===== config.mk =====
export PLATFORM = sky130hd
export DESIGN_NAME = qtcore_datapath
export DESIGN_NICKNAME = d
export VERILOG_FILES = /design/src/rtl/qtcore_datapath.sv
export SDC_FILE = /design/constraint.sdc
export NUM_CORES = 1
export LEC_CHECK = 0
export ABC_CLOCK_PERIOD_IN_PS = 1700
export BUFFER_PORTS_ARGS = -buffer_cell sky130_fd_sc_hd__buf_4
export CORE_MARGIN = 1.5
export CORE_UTILIZATION = 35
export CTS_CLUSTER_DIAMETER = 200
export DETAILED_ROUTE_END_ITERATION = 7
export HOLD_SLACK_MARGIN = 0.03
export PLACE_DENSITY = 0.61
export SLEW_MARGIN = 20
export SYNTH_ARGS = -nofsm -noshare
export SYNTH_HDL_FRONTEND = slang
export SYNTH_SLANG_ARGS = --single-unit

===== constraint.sdc =====
create_clock -name clk -period 1.7 [get_ports clk]
set_input_delay 0.17 -clock clk [delete_from_list [all_inputs] [get_ports clk]]
set_output_delay 0.17 -clock clk [all_outputs]
set_load 0.02 [all_outputs]

===== src/rtl/qtcore_datapath.sv =====
// qtcore_datapath: PC / IR / ACC register datapath for the qtcore accumulator CPU.
// Applies the control unit's mux selects and enables, drives memory/ALU operands,
// and threads all architectural state onto a single 21-bit scan chain.
module qtcore_datapath #(
    parameter int ADDR_W = 5,
    parameter int DATA_W = 8
) (
    input  logic              clk,
    input  logic              rst,
    input  logic              processor_enable,
    input  logic              PC_write_enable,
    input  logic [1:0]        PC_mux_select,
    input  logic              ACC_write_enable,
    input  logic [1:0]        ACC_mux_select,
    input  logic              IR_load_enable,
    input  logic              ALU_inputB_mux_select,
    input  logic              Memory_write_enable,
    input  logic [1:0]        Memory_address_mux_select,
    input  logic [DATA_W-1:0] alu_result,
    input  logic [DATA_W-1:0] mem_rdata,
    output logic [ADDR_W-1:0] mem_addr,
    output logic [DATA_W-1:0] mem_wdata,
    output logic              mem_we,
    output logic [DATA_W-1:0] alu_a,
    output logic [DATA_W-1:0] alu_b,
    output logic [DATA_W-1:0] instruction,
    output logic              ZF,
    output logic [ADDR_W-1:0] pc_out,
    input  logic              scan_enable,
    input  logic              scan_in,
    output logic              scan_out
);

    logic [ADDR_W-1:0] pc_q, pc_d;
    logic [DATA_W-1:0] ir_q, ir_d;
    logic [DATA_W-1:0] acc_q, acc_d;
    logic [ADDR_W-1:0] pc_mux;
    logic [DATA_W-1:0] acc_mux;

    // PC and ACC source muxes; all inputs are pre-edge state so JSR swaps cleanly
    always_comb begin
        pc_mux = pc_q + ADDR_W'(1);
        unique case (PC_mux_select)
            2'b00: pc_mux = pc_q + ADDR_W'(1);
            2'b01: pc_mux = acc_q[ADDR_W-1:0];
            2'b10: pc_mux = pc_q - ADDR_W'(3);
            2'b11: pc_mux = pc_q + ADDR_W'(2);
            default: pc_mux = pc_q;
        endcase
        acc_mux = acc_q;
        unique case (ACC_mux_select)
            2'b00: acc_mux = alu_result;
            2'b01: acc_mux = mem_rdata;
            2'b10: acc_mux = {{(DATA_W-ADDR_W){1'b0}}, pc_q};
            2'b11: acc_mux = acc_q;
            default: acc_mux = acc_q;
        endcase
    end

    // Next state: scan shift takes precedence over the functional update
    always_comb begin
        pc_d  = pc_q;
        ir_d  = ir_q;
        acc_d = acc_q;
        if (scan_enable) begin
            {acc_d, ir_d, pc_d} = {acc_q[DATA_W-2:0], ir_q, pc_q, scan_in};
        end else if (processor_enable) begin
            if (PC_write_enable)  pc_d  = pc_mux;
            if (IR_load_enable)   ir_d  = mem_rdata;
            if (ACC_write_enable) acc_d = acc_mux;
        end
    end

    // State registers with synchronous reset
    always_ff @(posedge clk) begin
        if (rst) begin
            pc_q  <= '0;
            ir_q  <= '0;
            acc_q <= '0;
        end else begin
            pc_q  <= pc_d;
            ir_q  <= ir_d;
            acc_q <= acc_d;
        end
    end

    // Combinational outputs: address/operand muxes, store strobe gated off during scan
    always_comb begin
        mem_addr = ir_q[ADDR_W-1:0];
        unique case (Memory_address_mux_select)
            2'b00: mem_addr = ir_q[ADDR_W-1:0];
            2'b01: mem_addr = acc_q[ADDR_W-1:0];
            2'b10: mem_addr = pc_q;
            2'b11: mem_addr = '0;
            default: mem_addr = '0;
        endcase
        alu_b       = ALU_inputB_mux_select ? {{(DATA_W-4){1'b0}}, ir_q[3:0]} : mem_rdata;
        alu_a       = acc_q;
        mem_wdata   = acc_q;
        mem_we      = Memory_write_enable & processor_enable & ~scan_enable;
        instruction = ir_q;
        ZF          = (acc_q == '0);
        pc_out      = pc_q;
        scan_out    = acc_q[DATA_W-1];
    end

endmodule


* Word-level counts from Yosys, hierarchy flattened
Index checks and enable logic that the tools add are counted.
** Operators by class
- Add/subtract/negate cells :: 3
- Multiply operators :: 0
- Divide/modulo/power cells :: 0
- Magnitude comparators :: 0
- Eq/ne operators :: 10
- Shifts and indexed selects :: 0
- Muxes and demuxes :: 13
- Bitwise logic cells :: 3
- Reductions and logical operators :: 11
** Operators with widths (number)
- two-way mux 8 bit :: 7
- case mux 5 bit (4 select lines) :: 2
- case mux 8 bit (3 select lines) :: 1
- two-way mux 5 bit :: 3
- equality test 2 bit (second input constant) :: 6
- logical NOT 8 bit :: 1
- nonzero test 2 bit :: 4
- equality test 2 x 1 -> 1 bit (second input constant) :: 3
- logical NOT 2 bit :: 3
- adder 5 x 1 -> 5 bit (second input constant) :: 1
- adder 5 x 2 -> 5 bit (second input constant) :: 1
- subtractor 5 x 2 -> 5 bit (second input constant) :: 1
- AND reduction 2 bit :: 2
- AND reduction 3 bit :: 1
- bitwise AND 1 bit :: 2
- != test 2 bit (second input constant) :: 1
- NOT 1 bit :: 1
** Word-level totals
- Flip-flop bits (word level) :: 21
- Bits in latches :: 0
- Bits in writable memories :: 0
- Memory bits (read-only) :: 0
- Input port bits :: 32
- Output and inout bits :: 45
- Memories :: 0

* Logic depth before layout (Yosys ltp)
Gate-level depths: netlist of run 1.
- Word-level depth :: 5
- Depth in mapped cells :: 7

* Worst setup path before layout of run 1
No wires, ideal clock.
- Path type :: reg2reg
- Start point :: register pc_q[1], in the netlist pc_out[1]
- End point :: register pc_q[4], in the netlist pc_out[4]
- Arrival time :: 1374 ps
- Slack :: 267 ps
- Stages on the path, launching flop included :: 7
- Clock period less this slack :: 1433 ps
- Cell sequence :: dfxtp_1 -> ha_1 -> and4b_1 -> a21oi_2 -> xor2_1 -> o221ai_2 -> o311a_1
** On the way
- Longest elaborated chain between the ends :: 5
- Elaborated cells between the ends (all ways) :: 7
- Those cells by class :: add/sub: 3; mux: 4
** RTL lines
- from (decl) :: RTL line 34 : logic [ADDR_W-1:0] pc_q, pc_d;
- from (signal assigned) :: RTL line 81 : pc_q <= pc_d;
- adder 5 x 2 -> 5 bit, or another cell as far along :: RTL line 47 : 2'b11: pc_mux = pc_q + ADDR_W'(2);
- case mux 5 bit (4 select lines) (*) :: RTL line 43 : unique case (PC_mux_select)
- two-way mux 5 bit (*) :: RTL line 68 : if (PC_write_enable) pc_d = pc_mux;
- two-way mux 5 bit (*) :: RTL line 67 : end else if (processor_enable) begin
- two-way mux 5 bit (*) :: RTL line 65 : if (scan_enable) begin
Mark *: on every way between the ends. The rest lies on a longest branch, timed or not. The select of a mux whose other input is x is not followed.
A chain may end at the register's enable or synchronous reset.

* Worst setup path after layout of run 1
- Start point :: register acc_q[4], in the netlist alu_a[4]
- End point :: output ZF
** On the way
- Longest elaborated chain between the ends :: 1
** RTL lines
- from (decl) :: RTL line 36 : logic [DATA_W-1:0] acc_q, acc_d;
- from (signal assigned) :: RTL line 79 : acc_q <= '0;
- from (signal assigned) :: RTL line 83 : acc_q <= acc_d;
- logical NOT 8 bit :: RTL line 102 : ZF = (acc_q == '0);
- to (decl) :: RTL line 27 : output logic ZF,
No other way between the ends.

==> metrics.txt, run 1 <==
worst hold path type=primary input to flip-flop; GR Util All Layers=0.198; crit share post-route=0.942; Power Density=629 mW/mm2; #FFs+latches synth=21; Yosys top cell area share=0.247; R2R Path End=pc_out[4]; Slew Viols, Final=0; Max Clk Rate=0.624 GHz; Pleak=0.989 nW; detailed-route DRC error count=0; worst slew pin tran=389 ps; R2R Setup Slk=260 ps; XOR/XNOR Fraction of Synth Area=0.0309; RePlAce Congestion=0.797; overall power=1.41 mW; height of the chip=72.7 um; share of cells above drive strength 1=0.337; mux share of post-synthesis cell area=0.0618; initial antenna violation count=0; H-tree levels=1; root buf cell=clkbuf_8; TritonCTS Buffers=3; cells on worst reg2reg path=6; Vias per Instance=5.28; critical path peak fanout=7; post-synthesis compound-gate area fraction=0.271; Worst-path clk slew=90 ps; most used flip-flop cell after synthesis=dfxtp_1; Worst Skew=1.00 ps; critical setup path kind=flip-flop to primary output; Final Hold Viols=0; syn_area_per_cell=7.21 um2; ranking of synthesized cells by area=dfxtp_1, nand2_1, a21oi_1; Seq/Total Area, Yosys=0.247; WP data arrival=1430 ps; Peak supply drop=0.283 mV; Reg-to-Reg Start=pc_out[1]; CTS Sinks=21; RSZ-0062 raised after global routing=no; IO Port Bufs=76; post-route ant nets=0; total die area=0.00529 mm2; final setup violation count=0; Initial Utilization=0.363; half-perimeter wire length after placement=3.95 mm; clk_lat worst skew=270 ps; CTS max path bufs=2; Initial DRC Count=115; Crit. End Element=primary output; ANT cells=0; Final nets=329; final worst path period need=1600 ps; core outline area=0.00469 mm2; router iterations before antenna repair=5; Synth cell types=39; largest net degree at the start of global routing=25; row cnt=25; Setup TNS Final=0 ps; Crit path required time=1530 ps; Max-cap violations=0; Vias=1821; Worst setup startpoint=alu_a[4]; Post-Synth Simple-Gate Area=0.222; CTS tree=done; WHS Path Cells=3; Post-synth EDFFs=0; Filler Cells Inserted=496; Synth area leader=dfxtp_1; startpoint types=flip-flop; status=complete, no violations; wirelength, routed=5.16 mm; synthesized-area fraction occupied by adder cells=0.0368; slew margin rel.=0.740; first-pass GRT wire length=8.27 mm; post-synthesis instance area=0.00170 mm2; Cells after Synth=236; vias in the first global route=1645; Layout area overhead=31.5%; synth warn=0; Critical Path End=ZF; Chip Width=72.7 um; Post-synth ARST share=0; Synth Net Count=273; global route total overflow=0; wire length per cell=14.9 um; IO Pins=77; combinational family with the most area after synthesis=compound AO/OA/AOI/OAI gates
kinds of logic after synthesis:
logic type      after synthesis
simple gates                 82
compound gates               73
buf+inv                      39
flops                        21
mux                          10
xor+xnor                      6
fa+ha+maj                     5
sequential cells by signal, indices dropped and copies added, names as in the netlist:
register     flops
alu_a            8
instruction      8
pc_out           5
cell usage in the layout (no fill, tap or decap), types with 2 or more instances in the layout:
| cell type | netlist | routed |
|---|---|---|
| a211oi_1 | 2 | 2 |
| a21oi_1 | 29 | 29 |
| a21oi_2 | 2 | 2 |
| a221oi_1 | 5 | 5 |
| a22oi_1 | 5 | 5 |
| and4b_1 | 2 | 2 |
| buf_4 | 12 | 81 |
| clkbuf_8 | 0 | 3 |
| dfxtp_1 | 21 | 19 |
| dfxtp_2 | 0 | 2 |
| ha_1 | 5 | 5 |
| inv_1 | 9 | 9 |
| mux2_2 | 4 | 4 |
| mux2i_1 | 6 | 6 |
| nand2_1 | 40 | 40 |
| nand3_1 | 9 | 9 |
| nor2_1 | 17 | 17 |
| nor2b_1 | 5 | 5 |
| o211ai_1 | 4 | 4 |
| o21ai_0 | 15 | 15 |
| o22ai_1 | 4 | 4 |
| o311a_1 | 2 | 2 |
| xnor2_1 | 4 | 4 |
| xor2_1 | 2 | 2 |
per-layer routing:
metal	global-route usage	vias up	wire (um)	part of all wire
met5	0	-	0	0
met4	0.0440	0	63	0.012
met3	0.0262	9	307	0.060
met2	0.314	71	2380	0.46
met1	0.285	813	2410	0.47
li1	-	928	-	-
synthesized netlist by cell type, drive strengths merged (5+ instances only):
cell / instances
a221oi: 6
nor2: 17
a21oi: 31
nand3: 9
buf: 21
ha: 5
nand2: 40
o21ai: 16
a22oi: 5
mux2i: 6
inv: 9
dfxtp: 21
nor2b: 6
clkbuf: 9
final cells by class:
type | instances | area [um2] | area share
multi-input cells | 176 | 1060 | 0.473
clock buffers | 3 | 41.3 | 0.0184
flip-flops and latches | 21 | 423 | 0.189
inverters | 9 | 33.8 | 0.0151
repair buffers | 81 | 608 | 0.272
well taps | 54 | 67.6 | 0.0302
clock inverters | 1 | 5.00 | 0.00224
power by group:
| part | switching, mW | internal, mW | total, mW |
|---|---|---|---|
| Combinational | 0.272 | 0.224 | 0.496 |
| Clock | 0.187 | 0.164 | 0.351 |
| Sequential | 0.0424 | 0.519 | 0.561 |
critical path: stages, from the launching register on:
cell,delay [ps]
dfxtp_2,370
or4_1,530
nor2_1,120
buf_4,150
repair_timing:
action / CTS / global route
resized for setup: 0 / 2
setup buffers: 0 / 0
setup endpoints to repair: 0 / 2
hold buffers: 0 / 0
worst min-delay path by stage:
stage | startpoint | endpoint | slack, ps
after global routing | scan_in | pc_out[0] | 170
after floorplan | scan_in | pc_out[0] | 320
final | scan_in | pc_out[0] | 170
after CTS | scan_in | pc_out[0] | 170
after global placement | scan_in | pc_out[0] | 450
after detailed placement | scan_in | pc_out[0] | 450
metrics by stage:
| step | cells | util | hold WS [ps] | cell area [um2] | setup WS [ps] |
|---|---|---|---|---|---|
| 2_1_floorplan | 236 | - | 319 | 1700 | 267 |
| 3_3_place_gp | 341 | 0.467 | 454 | 2190 | 319 |
| 3_5_place_dp | 341 | 0.467 | 451 | 2190 | 271 |
| 4_1_cts | 345 | 0.477 | 168 | 2240 | 37.6 |
| 5_1_grt | 345 | 0.477 | 174 | 2240 | 41.4 |
| 6_report | 345 | 0.477 | 167 | 2240 | 98.1 |
No activity file was read; power rests on OpenSTA's default activity.
==> run 2, diff against run 1 <==
--- a/config.mk
+++ b/config.mk
@@ -12,7 +12,8 @@
 export CTS_CLUSTER_DIAMETER = 200
 export DETAILED_ROUTE_END_ITERATION = 7
 export HOLD_SLACK_MARGIN = 0.03
-export PLACE_DENSITY = 0.61
+export PLACE_DENSITY = 0.69
+export SETUP_SLACK_MARGIN = 0.1
 export SLEW_MARGIN = 20
 export SYNTH_ARGS = -nofsm -noshare
 export SYNTH_HDL_FRONTEND = slang
==> metrics.txt, run 2 (synthesized netlist as in run 1, its figures left out) <==
status=complete, no violations (unchanged); Worst Skew=8.03 ps (was 1.00 ps); Vias per Instance=5.43 (was 5.28); RePlAce Congestion=0.829 (was 0.797); height of the chip=72.7 um (unchanged); post-route ant nets=0 (unchanged); crit share post-route=0.909 (was 0.942); Chip Width=72.7 um (unchanged); Final Hold Viols=0 (unchanged); Worst-path clk slew=90 ps (about the same); final setup violation count=0 (unchanged); dpl ws=243 ps (was 271 ps); Power Internal=908 uW (was 907 uW); Layout area overhead=32.0% (was 31.5%); Slew Viols, Final=0 (unchanged); root buf cell=clkbuf_8 (unchanged); delay-heaviest family, CP=simple AND/OR/NAND/NOR gates (unchanged); GR Util All Layers=0.189 (was 0.198); detailed-route DRC error count=0 (unchanged); Final nets=330 (was 329); Crit. End Element=primary output (unchanged); switching share of power=0.352 (was 0.356); WHS Path Cells=3 (unchanged); ANT cells=0 (unchanged); Final Worst Setup Slack=154 ps (was 98.1 ps); Seq pwr share=0.398 (was 0.399); H-tree levels=1 (unchanged); WP data arrival=1380 ps (was 1430 ps); worst hold slack=167 ps (about the same); wirelength, routed=5.07 mm (was 5.16 mm); CTS Sinks=21 (unchanged); global route total overflow=0 (unchanged); Crit-path slowest cell=or4_1 (unchanged); vias in the first global route=1552 (was 1645); router iterations before antenna repair=5 (unchanged); Max Clk Rate=0.647 GHz (was 0.624 GHz); startpoint types=flip-flop (unchanged); CTS max path bufs=2 (unchanged); Vias=1880 (was 1821); Initial DRC Count=164 (was 115); initial antenna violation count=0 (unchanged); RSZ-0062 raised after global routing=no (unchanged); core outline area=0.00469 mm2 (unchanged); Setup TNS Final=0 ps (unchanged); final worst path period need=1550 ps (was 1600 ps); Comb power frac=0.357 (was 0.352); critical path peak fanout=5 (was 7); slew margin rel.=0.735 (was 0.740); row cnt=25 (unchanged); post-CTS setup buffers=0 (unchanged); worst hold path type=primary input to flip-flop (unchanged); IO Pins=77 (unchanged); first-pass GRT wire length=7.80 mm (was 8.27 mm); most frequent cells in the layout=buf_4, nand2_1, a21oi_1 (unchanged); Initial Utilization=0.363 (unchanged); total die area=0.00529 mm2 (unchanged); Sw Pwr=494 uW (was 501 uW); clk_lat worst skew=270 ps (about the same); Power Density=624 mW/mm2 (was 629 mW/mm2); multi-input logic area=0.00106 mm2 (unchanged); Max-cap violations=0 (unchanged); largest net degree at the start of global routing=30 (was 25); Clk pwr share=0.245 (was 0.249); worst path bufs/invs=1 (unchanged); cells on worst reg2reg path=6 (unchanged); share of cells above drive strength 1=0.339 (was 0.337); CTS tree=done (unchanged); Crit path required time=1530 ps (about the same); max incr delay on CP=500 ps (was 530 ps); Pleak=0.995 nW (was 0.989 nW); Peak supply drop=0.257 mV (was 0.283 mV); IO Port Bufs=76 (unchanged); worst slew pin tran=397 ps (was 389 ps); half-perimeter wire length after placement=3.86 mm (was 3.95 mm); register area=423 um2 (unchanged); wire length per cell=14.7 um (was 14.9 um); most common cell after layout, fill and taps aside=buf_4 (unchanged); Filler Cells Inserted=471 (was 496); TritonCTS Buffers=3 (unchanged); CTS Hold Bufs=0 (unchanged); CP Depth=3 (unchanged); critical setup path kind=flip-flop to primary output (unchanged); sequence of cells on the critical path=or4_1, nor2_1, buf_4 (unchanged)
run 2: cell types whose count changed in the layout (fill, tap and decap cells not counted):
cell / delta
buf_4: +1
run 2: path summary, 6_finish.rpt:
path	start	endpoint	slack [ps]
setup / recovery	alu_a[5]	ZF	150
hold / removal	scan_in	pc_out[0]	170
setup reg to reg	pc_out[1]	pc_out[4]	220
hold reg to reg	instruction[7]	alu_a[0]	490
run 2: worst min-delay path: cells and delay by family:
kind	cells	cell delay (ps)
buffers and inverters	1	110
AO/OA/AOI/OAI	1	50
AND/OR/NAND/NOR	1	50
run 2: cell type report:
type / count / area share
inverter: 9 / 0.0150
clock inverter: 1 / 0.00223
clock buffer: 3 / 0.0184
sequential: 21 / 0.188
multi-input combinational: 176 / 0.472
tap: 54 / 0.0301
timing repair buffer: 82 / 0.274
run 2: repair_timing:
action / in CTS / in global routing
setup endpoints to repair: 0 / 2
endpoints found under the hold margin: 0 / 0
gates resized for setup: 0 / 2
run 2: routing by layer:
metal / share of wire / vias to the layer above / global-route usage
met5: 0 / - / 0
met4: 0.0065 / 0 / 0.0503
met1: 0.45 / 856 / 0.269
met2: 0.47 / 93 / 0.300
met3: 0.074 / 2 / 0.0235
li1: - / 929 / -
run 2: metrics by stage:
stage / util / total power, mW / cell area [um2] / instances
finish: 0.479 / 1.40 / 2250 / 346
global route: 0.479 / 1.48 / 2250 / 346
CTS: 0.478 / 1.41 / 2240 / 346
detailed placement: 0.468 / 1.07 / 2200 / 342
global placement: 0.468 / 1.07 / 2200 / 342
floorplan: - / 0.884 / 1700 / 236
run 2: power groups by stage:
| stage | Combinational [mW] | Clock [mW] | Sequential, mW |
|---|---|---|---|
| floorplan | 0.298 | 0 | 0.586 |
| global placement | 0.497 | 0 | 0.568 |
| detailed placement | 0.501 | 0 | 0.569 |
| CTS | 0.503 | 0.346 | 0.557 |
| global route | 0.545 | 0.368 | 0.563 |
| finish | 0.501 | 0.343 | 0.558 |
